File: config.mk
export PLATFORM = sky130hd
export DESIGN_NAME = fetch_ctrl
export DESIGN_NICKNAME = d
export VERILOG_FILES = /design/src/rtl/fetch_ctrl.sv
export SDC_FILE = /design/constraint.sdc
export NUM_CORES = 1
export LEC_CHECK = 0
export BUFFER_PORTS_ARGS = -buffer_cell sky130_fd_sc_hd__buf_2
export CAP_MARGIN = 10
export CORE_AREA = 3 3 98 100
export CTS_CLUSTER_DIAMETER = 100
export DETAILED_ROUTE_END_ITERATION = 16
export DIE_AREA = 0 0 101 103
export GPL_TIMING_DRIVEN = 0
export PLACE_DENSITY = 0.77
export SLEW_MARGIN = 20
export SYNTH_ARGS = -nofsm -noshare
export SYNTH_HDL_FRONTEND = slang
export SYNTH_SLANG_ARGS = --single-unit
File: constraint.sdc
create_clock -name clk -period 1.7 [get_ports clk]
set_clock_uncertainty 0.15 [all_clocks]
set_input_delay 0.085 -clock clk [delete_from_list [all_inputs] [get_ports clk]]
set_output_delay 0.085 -clock clk [all_outputs]
set_load 0.01 [all_outputs]
File: src/rtl/fetch_ctrl.sv
// Instruction-fetch sequencer: picks the next PC, runs the imem req/ready
// handshake and holds one redirect that arrives while a fetch is outstanding.
module fetch_ctrl #(
  parameter logic [31:0] RESET_VEC = 32'h0000_0000,
  parameter logic [31:0] EXC_VEC   = 32'h0000_0180
) (
  input  logic        clk,
  input  logic        reset,
  input  logic [31:0] pc_out,
  output logic [31:0] pc_in,
  output logic        pc_stall,
  input  logic        hazard_stall,
  input  logic        br_taken,
  input  logic [31:0] br_target,
  input  logic        jmp_valid,
  input  logic [31:0] jmp_target,
  input  logic        exc_valid,
  output logic        imem_req,
  output logic [31:0] imem_addr,
  input  logic        imem_ready,
  output logic        if_valid,
  output logic        if_flush
);

  typedef enum logic [0:0] {StBoot, StFetch} state_e;

  state_e      state_q, state_d;
  logic        pend_valid_q, pend_valid_d;
  logic [31:0] pend_addr_q, pend_addr_d;

  logic        fetch;
  logic        done;
  logic        redir;
  logic [31:0] redir_addr;

  assign fetch = (state_q == StFetch);
  assign done  = fetch & imem_ready;
  // Redirects only count once fetching; in BOOT they are ignored.
  assign redir = fetch & (exc_valid | br_taken | jmp_valid);

  // Highest-priority direct redirect target.
  always_comb begin
    redir_addr = jmp_target;
    if (exc_valid) begin
      redir_addr = EXC_VEC;
    end else if (br_taken) begin
      redir_addr = br_target;
    end
  end

  // State and pending-redirect registers.
  always_ff @(posedge clk or negedge reset) begin
    if (!reset) begin
      state_q      <= StBoot;
      pend_valid_q <= 1'b0;
      pend_addr_q  <= 32'h0;
    end else begin
      state_q      <= state_d;
      pend_valid_q <= pend_valid_d;
      pend_addr_q  <= pend_addr_d;
    end
  end

  // Next state: BOOT lasts exactly one cycle, FETCH is left only by reset.
  always_comb begin
    state_d = StFetch;
    unique case (state_q)
      StBoot:  state_d = StFetch;
      StFetch: state_d = StFetch;
      default: state_d = StBoot;
    endcase
  end

  // Pending redirect: captured while the fetch is outstanding (latest wins),
  // consumed by any completed fetch.
  always_comb begin
    pend_valid_d = pend_valid_q;
    pend_addr_d  = pend_addr_q;
    if (done) begin
      pend_valid_d = 1'b0;
    end else if (redir) begin
      pend_valid_d = 1'b1;
      pend_addr_d  = redir_addr;
    end
  end

  assign imem_addr = pc_out;

  // Outputs decoded from state, pending entry and current inputs.
  always_comb begin
    imem_req = 1'b0;
    pc_in    = RESET_VEC;
    pc_stall = 1'b1;
    if_valid = 1'b0;
    if_flush = 1'b0;
    if (fetch) begin
      imem_req = 1'b1;
      if_flush = redir;
      if (!done) begin
        pc_in = pc_out;
      end else if (redir) begin
        pc_in = redir_addr;
      end else if (pend_valid_q) begin
        pc_in = pend_addr_q;
      end else begin
        pc_in = pc_out + 32'd4;
      end
      // A load-use stall holds the PC only when nothing redirects it.
      pc_stall = !(done & (redir | pend_valid_q | !hazard_stall));
      if_valid = done & !redir & !pend_valid_q & !hazard_stall;
    end
  end

endmodule

=== Word level (Yosys, flattened, before mapping) ===
Cells that the tools add are included.

* $add $sub $neg: 1
* Multiplexer cells: 12
* Bitwise logic cells: 11
* Reductions and logical operators: 6

{| class="wikitable"
|+ Operator list
! kind !! count
|-
| $mux W32 || 6
|-
| $add A32 B3 Y32 const B || 1
|-
| $and A1 B1 Y1 || 6
|-
| $mux W1 || 6
|-
| $logic_not A1 Y1 || 4
|-
| $or A1 B1 Y1 || 4
|-
| $reduce_and A2 Y1 || 1
|-
| $reduce_bool A2 Y1 || 1
|-
| $not A1 Y1 || 1
|}

* Flip-flop bits (word level): 34
* Input bits: 103
* Output and inout port bits: 68

=== Logic depth before layout (Yosys ltp) ===
Gate-level depths: netlist of the first run.

* Word-level depth: 8
* Mapped depth: 9

=== Worst setup path before layout of the first run ===
No wires, ideal clock.

* Kind: register to output
* Start point: register pend_valid_q
* End point: output port pc_in[2]
* Arrival: 1508 ps
* Data required time: 1465 ps
* Path slack: -43 ps
* Cell stages (with the launch flop): 7
* Path buffers: 2
* Cells stage by stage: dfrtp_1 > clkbuf_1 > clkbuf_1 > nand2_1 > o211ai_1 > o211ai_1 > a21boi_0

* Cells in the longest elaborated chain, start to end: 4

{| class="wikitable"
|+ RTL lines
! element !! RTL line !! source
|-
| start, declared || 28 || <nowiki>logic pend_valid_q, pend_valid_d;</nowiki>
|-
| start signal, assigned || 59 || <nowiki>pend_valid_q <= pend_valid_d;</nowiki>
|-
| $mux W32 || 103 || <nowiki>end else if (pend_valid_q) begin</nowiki>
|-
| $mux W32 || 101 || <nowiki>end else if (redir) begin</nowiki>
|-
| $mux W32 || 99 || <nowiki>if (!done) begin</nowiki>
|-
| $mux W32 || 96 || <nowiki>if (fetch) begin</nowiki>
|-
| end, declared || 10 || <nowiki>output logic [31:0] pc_in,</nowiki>
|}

Every way passes these cells.

=== Worst setup path in the final report of the first run ===
* Start point: register pend_valid_q
* End point: output port pc_in[24]

Same word-level chain as after synthesis.

==> impl_metrics.ini, run 1 <==
[clocking]
cts_buffers = 5
clockRootBuffer = clkbuf_8
clock_path_buffers = 2
insertion_delay_ns = 0.29
cts_num_sinks = 34
path_clk_slew_ns = 0.08
cts_tree = yes
ctsHtreeMaxLevel = 2

[logic_synthesis]
ys.flop_type = dfrtp_1
syn_nets = 609
synth.distinct_cells = 62
synth-edff-count = 0
netlist_area_um2 = 3830
async_reset_ff_share_pct = 100
synth_seq_cells = 34
syn_avg_cell_area_um2 = 7.59
syn_inst = 505
ys_seq_area_share_pct = 22.2
ys.warnings.count = 0

[grt]
overflow = 0
grt_pass1_wl_um = 24600
grt_max_degree = 35
antenna_found_initial = 0
track_usage_pct = 30.4
grt_pass1_vias = 4686

[setup_path]
crit_chain = inv_4 -> buf_4 -> a21oi_4 -> a2bb2oi_2 -> a21oi_1 -> or3_1 -> buf_2
cp.arrival_ns = 1.85
rrSetupSlack_ns = -0.05
required_ns = 1.46
timing.critical_path.buf_inv = 3
rr_startpoint = fetch
crit_path_end = pc_in[24]
r2r_end = pend_addr_q[19]
crit_fanout = 6
crit_type = flip-flop to output pin
reg2reg_depth = 7
cp_slowest_stage_delay_ns = 0.49
crit_family = flip-flops
slowest_stage = dfrtp_2
start_kind = flip-flop
end_kind = output pin
worstSetupPathDepth = 7
crit_start = pend_valid_q

[cells_and_area]
diodes = 0
layout-area-overhead-vs-synth_pct = 55.6
post-route-util_pct = 68.1
drive_gt1_share_pct = 50.8
fin_nets = 826

[drt]
first_iter_violations = 574
vias_per_cell = 6.24
ant_nets = 0
drc = 0
routed_wl_um = 17500
drt-wirelength-per-cell_um = 21.1
firstDrtPassIters = 5
via_count = 5186

[sta]
finalMaxSlewViolations = 0
holdWs_ns = -0.000963
max_freq_mhz = 479
fin_ws_ns = -0.387
finalHoldViolCount = 1
min_period_over_period_pct = 123
period_minus_slack_ns = 2.09
worstMarginPinSlew_ns = 0.793
rsz0062_at_grt = yes
slew_headroom_pct = 47.2
finalSetupTns_ns = -8.25
setup_viol = 36

[floorplan]
ios = 171
die_w_um = 101
die-area_um2 = 10400
start_util_pct = 43.8
die_h_um = 103
placementRows = 34
fp.coreArea_um2 = 8760

[power]
p_comb_share_pct = 48.0
intPower_uw = 1930
total_power_uw = 3140
switching_share_pct = 38.5
vdd_drop_max_mv = 0.378
power_density_nw_per_um2 = 527
clockPowerShare_pct = 20.1
pwr-share-seq_pct = 32.0
cellLeakagePower_uw = 0.00279
p_sw_uw = 1210

[status]
violations = hold timing, setup timing
status = finished with violations

[hold_path]
hold_class = primary input to flip-flop
whs_path_depth = 3

[run]
cap_violations = 0

[placement]
pre_cts_ws_ns = -0.792
place_congestion = 0.964
place_hpwl_um = 12100
io_buffers = 168
how the worst min path moves through the flow:
stage                              start               to  slack, ns
after detailed placement           reset   pend_addr_q[5]       0.04
after floorplan                    reset            fetch      -0.36
after global placement             reset  pend_addr_q[11]       0.04
after global routing      jmp_target[29]  pend_addr_q[29]      0.004
final                      jmp_target[9]   pend_addr_q[9]     -0.001
after CTS                 jmp_target[29]  pend_addr_q[29]     0.0001
state kept, by name, summed over array words and instances, names as in the netlist:
name,flops
pend_addr_q,32
fetch,1
pend_valid_q,1
worst min-delay path, delay by kind of cell:
| family | cells | cell delay, ns |
|---|---|---|
| mux | 1 | 0.13 |
| buf+inv | 1 | 0.10 |
| compound gates | 1 | 0.08 |
final cells by class:
class / count / area [µm²]
plain buffers: 73 / 611
clock buffers: 7 / 86.3
clock inverters: 1 / 5.00
fillers: 724 / 2800
inverters: 6 / 25.0
multi-input cells: 391 / 2950
flip-flops and latches: 34 / 853
well taps: 108 / 135
repair buffers: 211 / 1300
logic make-up (layout without fill, tap and decap cells):
kind of cell             count (synthesis)  count (layout)  share of synthesized area [%]
other                                    1               1                         0.0978
buffers and inverters                   80             298                           12.3
AND/OR/NAND/NOR                        159             159                           20.9
XOR/XNOR                                13              13                           2.97
adder cells (fa/ha/maj)                  1               1                          0.326
AO/OA/AOI/OAI                          176             176                           30.2
multiplexers                            41              41                           11.0
flip-flops                              34              34                           22.2
cells in the final DEF (no fill, tap or decap), types with 5 or more instances in the layout:
master,instances
a21oi_1,18
a21oi_2,7
a22oi_1,21
and3_1,9
buf_2,171
buf_4,55
buf_6,21
buf_8,6
clkbuf_1,6
clkbuf_16,5
clkbuf_2,8
clkbuf_8,7
dfrtp_1,32
dlygate4sd3_1,10
inv_1,5
mux2_2,6
mux2i_1,34
nand2_1,47
nand2_4,6
nand3_1,8
nand4_1,7
nor2_1,26
o211ai_1,7
o21a_1,7
o21ai_0,20
o21ai_1,16
o21ai_2,8
o31ai_1,23
or3_1,6
xnor2_1,9
power by group through the flow:
stage,Clock (µW),Sequential (µW),Combinational (µW)
floorplan,0,968,635
global placement,0,983,1080
detailed placement,0,990,1100
CTS,625,983,1280
global route,650,1010,1600
finish,631,1000,1510
cells in the mapped netlist (12+ instances only):
master	instances	area, µm²
o31ai_1	26	195
nand2_1	55	206
o21ai_0	46	230
a21oi_1	26	130
buf_2	12	60.1
clkbuf_1	21	78.8
a22oi_1	21	158
mux2i_1	34	340
dfrtp_1	34	851
nor2_1	30	113
buf_4	34	255
per-layer routing:
metal	GRT usage, %	share of wire, %	up-vias
met5	0	0	-
met4	10.5	3.4	0
met3	5.82	12	62
met2	50.9	47	421
met1	39.2	37	2412
li1	-	-	2291
what timing repair did:
action / CTS / global route
pin swaps: 27 / 31
gates resized for setup: 106 / 95
endpoints found under the setup margin: 35 / 40
hold buffers: 10 / 0
setup buffers: 15 / 13
cloned: 2 / 3
endpoints found under the hold margin: 41 / 0
stage by stage:
stage          hold slack [ns]  instances  instance area, µm²
2_1_floorplan           -0.361        505                3840
3_3_place_gp            0.0411        781                4820
3_5_place_dp            0.0425        781                4820
4_1_cts               0.000105        816                5490
5_1_grt                0.00432        831                5970
6_report             -0.000963        831                5970
Power figures use the tool's default switching activity.
==> run 2: changes to the inputs <==
ABC_AREA = 1   (was unset)
CTS_BUF_LIST = sky130_fd_sc_hd__clkbuf_4 sky130_fd_sc_hd__clkbuf_8   (was unset)
PLACE_DENSITY = 0.78   (was 0.77)
==> impl_metrics.ini, run 2 <==
[status]
status = finished with violations
violations = setup timing

[drt]
ant_nets = 0
drc = 0
vias_per_cell = 5.45
firstDrtPassIters = 5
via_count = 5448
drt-wirelength-per-cell_um = 15.9
first_iter_violations = 442
routed_wl_um = 15900

[logic_synthesis]
syn_inst = 673
synth.most_common_cell = nand2_1
synth-edff-count = 0
ys.warnings.count = 0
netlist_top_cells_area = dfrtp_1 22%, nand2_1 15%, nor2_1 12%
syn_nets = 777
synth.distinct_cells = 35
ys_seq_area_share_pct = 21.5
async_reset_ff_share_pct = 100
yosysTopAreaCellShare_pct = 21.5
netlist_area_um2 = 3960
syn_avg_cell_area_um2 = 5.88
yosys-top-cells-count = 154 x nand2_1, 125 x nor2_1, 83 x o21ai_0
synth_largest_area_cell = dfrtp_1
ys.flop_type = dfrtp_1
synth_seq_cells = 34

[clocking]
cts_buffers = 5
clockRootBuffer = clkbuf_8
ctsHtreeMaxLevel = 2
cts_tree = yes
cts_num_sinks = 34
insertion_delay_ns = 0.31
clock_path_buffers = 2
path_clk_slew_ns = 0.08

[hold_path]
hp-start = br_target[22]
hold_class = primary input to flip-flop

[cells_and_area]
drive_gt1_share_pct = 38.8
regMostFlops = pend_addr_q
fin_nets = 995
final_cell_mix = 172 x buf_2, 147 x nand2_1, 115 x nor2_1, 64 x o21ai_0, 52 x buf_4
layout-area-overhead-vs-synth_pct = 48.5
diodes = 0
final_common_cell = buf_2
largest_reg_flops = 32

[power]
cellLeakagePower_uw = 0.00298
vdd_drop_max_mv = 0.393
power_density_nw_per_um2 = 550

[grt]
grt_pass1_vias = 5074
overflow = 0
grt_pass1_wl_um = 24500
use_met2_pct = 51.1
track_usage_pct = 29.8
use_met3_pct = 4.94
grt-busiest-layer = met2
antenna_found_initial = 0
met1_usage_pct = 38.3
grt_max_degree = 35

[sta]
rsz0062_at_grt = yes
finalHoldViolCount = 0
period_minus_slack_ns = 1.93
finalMaxSlewViolations = 0
slew_headroom_pct = 41.3
min_period_over_period_pct = 114
setup_viol = 35
worstMarginPinSlew_ns = 0.881
max_freq_mhz = 518
holdWs_ns = 0.00250
fin_ws_ns = -0.230

[setup_path]
crit_fanout = 8
crit_start = fetch
r2r_end = pend_addr_q[10]
cp.arrival_ns = 1.70
reg2reg_depth = 8
rrSetupSlack_ns = 0.06
crit_path_end = pc_in[3]
end_kind = output pin
rr_startpoint = fetch
start_kind = flip-flop
required_ns = 1.46
crit_type = flip-flop to output pin

[placement]
pre_cts_ws_ns = -0.202
place_congestion = 0.959
place_hpwl_um = 10900
io_buffers = 168

[floorplan]
placementRows = 34
ios = 171
die-area_um2 = 10400
die_h_um = 103
fp.coreArea_um2 = 8760
die_w_um = 101
start_util_pct = 45.1

[run]
cap_violations = 0
run 2: worst min-delay path by stage:
| stage | endpoint | cells after the start | slack, ns |
|---|---|---|---|
| 3_3_place_gp | pend_addr_q[30] | 1 | 0.07 |
| 2_1_floorplan | fetch | 0 | -0.36 |
| 4_1_cts | pend_addr_q[16] | 3 | 0.004 |
| 3_5_place_dp | pend_addr_q[30] | 1 | 0.08 |
| 6_report | pend_addr_q[22] | 3 | 0.002 |
| 5_1_grt | pend_addr_q[23] | 3 | 0.03 |
run 2: stage by stage:
step | setup TNS, ns | std cells | cell area (µm²) | power [µW] | utilization, %
6_report | -5.33 | 1000 | 5870 | 3230 | 67.0
5_1_grt | -7.60 | 1000 | 5870 | 3410 | 67.0
2_1_floorplan | 0 | 673 | 3960 | 1680 | -
3_5_place_dp | -2.33 | 949 | 4930 | 2130 | 56.3
3_3_place_gp | -2.58 | 949 | 4930 | 2120 | 56.3
4_1_cts | -4.56 | 997 | 5690 | 3120 | 64.9
run 2: area by class of cell:
class	instances	area, µm²
sequential	34	852
fill	798	2890
inverter	51	215
tap	108	135
buffer	68	572
clock buffer	6	76.3
timing repair buffer	212	1310
multi-input combinational	519	2680
clock inverter	2	37.5
run 2: power breakdown:
group	leakage, µW	total, µW	switching [µW]	internal (µW)
Clock	0.0000548	804	350	454
Combinational	0.00249	1450	822	632
Sequential	0.000436	974	60.4	913
run 2: kinds of logic after synthesis:
group / Yosys count / synth area share (%)
compound gates: 172 / 22.7
other cells: 1 / 0.0948
xor+xnor: 9 / 1.99
flops: 34 / 21.5
fa+ha+maj: 1 / 0.316
buf+inv: 120 / 16.4
simple gates: 336 / 37.0
run 2: critical path, cell delays in order, from the launching register on:
cell,delay (ns)
dfrtp_2,0.45
nand2_2,0.11
buf_12,0.15
inv_8,0.05
buf_12,0.13
a21oi_1,0.19
a32o_1,0.16
buf_2,0.13
run 2: repair_timing:
item / in CTS / in global routing
endpoints found under the setup margin: 35 / 64
setup buffers: 14 / 3
cloned: 4 / 0
hold endpoints to repair: 56 / 0
resized for setup: 83 / 58
pin swaps: 19 / 24
hold buffers: 23 / 0
run 2: layer usage:
metal	vias up	part of all wire, %
met5	-	0
met2	341	47
met4	0	2.8
met3	45	10
met1	2492	40
li1	2570	-
==> run 3: changes to the inputs <==
ABC_AREA = 0   (was 1)
CORE_AREA = 3 3 97 99   (was 3 3 98 100)
DIE_AREA = 0 0 100 102   (was 0 0 101 103)
==> impl_metrics.ini, run 3 (synthesized netlist as in run 1, its figures left out) <==
[status]
status = finished with violations
violations = hold timing, setup timing

[hold_path]
hp-start = jmp_target[9]
hold_class = primary input to flip-flop
min_to = pend_addr_q[9]
whs_path_depth = 3

[clocking]
cts_buffers = 5
ctsHtreeMaxLevel = 2
cts_tree = yes
clock_path_buffers = 2
clockRootBuffer = clkbuf_8
cts_num_sinks = 34
insertion_delay_ns = 0.30
path_clk_slew_ns = 0.07

[setup_path]
rr_startpoint = fetch
reg2reg_depth = 6
cp.arrival_ns = 1.85
r2r_end = pend_addr_q[22]
rrSetupSlack_ns = -0.08
required_ns = 1.46
start_kind = flip-flop
crit_type = flip-flop to output pin
end_kind = output pin
crit_fanout = 5

[grt]
overflow = 0
grt_max_degree = 35
grt_pass1_wl_um = 25400
grt_pass1_vias = 4815
antenna_found_initial = 0
track_usage_pct = 31.7

[cells_and_area]
fill_cells = 641
final_common_cell = buf_2
largest_reg_flops = 32
final_cell_mix = 171 x buf_2, 64 x buf_4, 48 x nand2_1, 34 x mux2i_1, 32 x dfrtp_1
fin_nets = 842
multiInputGateArea_um2 = 3000
drive_gt1_share_pct = 51.4
diodes = 0
post-route-util_pct = 71.7
layout-area-overhead-vs-synth_pct = 61.4
seqCellArea_um2 = 853
regMostFlops = pend_addr_q
postLayoutCellArea_um2 = 6190

[placement]
placed_area_um2 = 4820
place_congestion = 0.925
place_hpwl_um = 12100
io_buffers = 168

[drt]
via_count = 5366
drc = 0
firstDrtPassIters = 6
ant_nets = 0
vias_per_cell = 6.34
first_iter_violations = 631
routed_wl_um = 18700
drt-wirelength-per-cell_um = 22.1

[floorplan]
die-area_um2 = 10200
die_w_um = 100
placementRows = 34
start_util_pct = 44.4
fp.coreArea_um2 = 8640
die_h_um = 102
ios = 171

[power]
vdd_drop_max_mv = 0.424
cellLeakagePower_uw = 0.00291
power_density_nw_per_um2 = 528

[sta]
finalMaxSlewViolations = 0
fin_ws_ns = -0.388
min_period_over_period_pct = 123
slew_headroom_pct = 47.9
worstMarginPinSlew_ns = 0.782
rsz0062_at_grt = yes
period_minus_slack_ns = 2.09
max_freq_mhz = 479
finalHoldViolCount = 4
holdWs_ns = -0.00711
setup_viol = 40
finalSetupTns_ns = -9.32

[run]
cap_violations = 0
## run 3: cell types whose count changed in the layout (fill, tap and decap cells not counted), moves of 10 or more
cell     previous run  this run
a22oi_1             0        20
nor2_4             13         2
nor2_1            115        28
o21ai_0            64        25
nor2_2             11         1
nand2_1           147        48
o31ai_1             0        25
mux2i_1             0        34
o21ai_1            50        10
buf_4              52        64
inv_1              43         5
## run 3: cell type report
cell class / count / area share, %
Clock buffer: 7 / 1.46
Clock inverter: 1 / 0.0808
Timing Repair Buffer: 229 / 24.2
Buffer: 71 / 9.54
Multi-Input combinational cell: 391 / 48.4
Inverter: 6 / 0.404
Tap cell: 108 / 2.18
Sequential cell: 34 / 13.8
## run 3: stage by stage
step	cells	power, µW	worst slack [ns]
2_1_floorplan	505	1600	0.00818
3_3_place_gp	781	2070	-0.749
3_5_place_dp	781	2090	-0.771
4_1_cts	828	2950	-0.301
5_1_grt	847	3390	-0.431
6_report	847	3270	-0.388
## run 3: worst max-delay path by stage
stage,startpoint,endpoint,cells after the start
final,pend_valid_q,pc_in[15],6
after detailed placement,br_taken,pc_in[18],9
after global routing,br_taken,pc_in[15],9
after CTS,pend_valid_q,pc_in[15],6
after global placement,br_taken,pc_in[18],9
after floorplan,exc_valid,pc_in[8],7
## run 3: what timing repair did
action,in CTS,in global routing
endpoints found under the hold margin,43,1
setup endpoints to repair,35,34
pin swaps,25,40
hold buffers,14,1
buffers inserted,24,19
gates resized for setup,131,76
cloned,1,2
## run 3: worst max-delay path, stage by stage (launching register included)
cell and delay, ns:
dfrtp_2 0.48, inv_4 0.13, nand2_4 0.06, or4_1 0.41
a31oi_1 0.15, o21a_1 0.18, buf_2 0.15
## run 3: per-layer routing
layer	GRT usage [%]	share of wire [%]
met2	52.0	47
met5	0	0
met3	6.48	12
met1	41.3	36
met4	12.2	4.9
## run 3: power by group
group / internal [µW] / switching [µW]
logic: 746 / 855
registers: 913 / 94.0
clock network: 343 / 317
total: 2000 / 1270
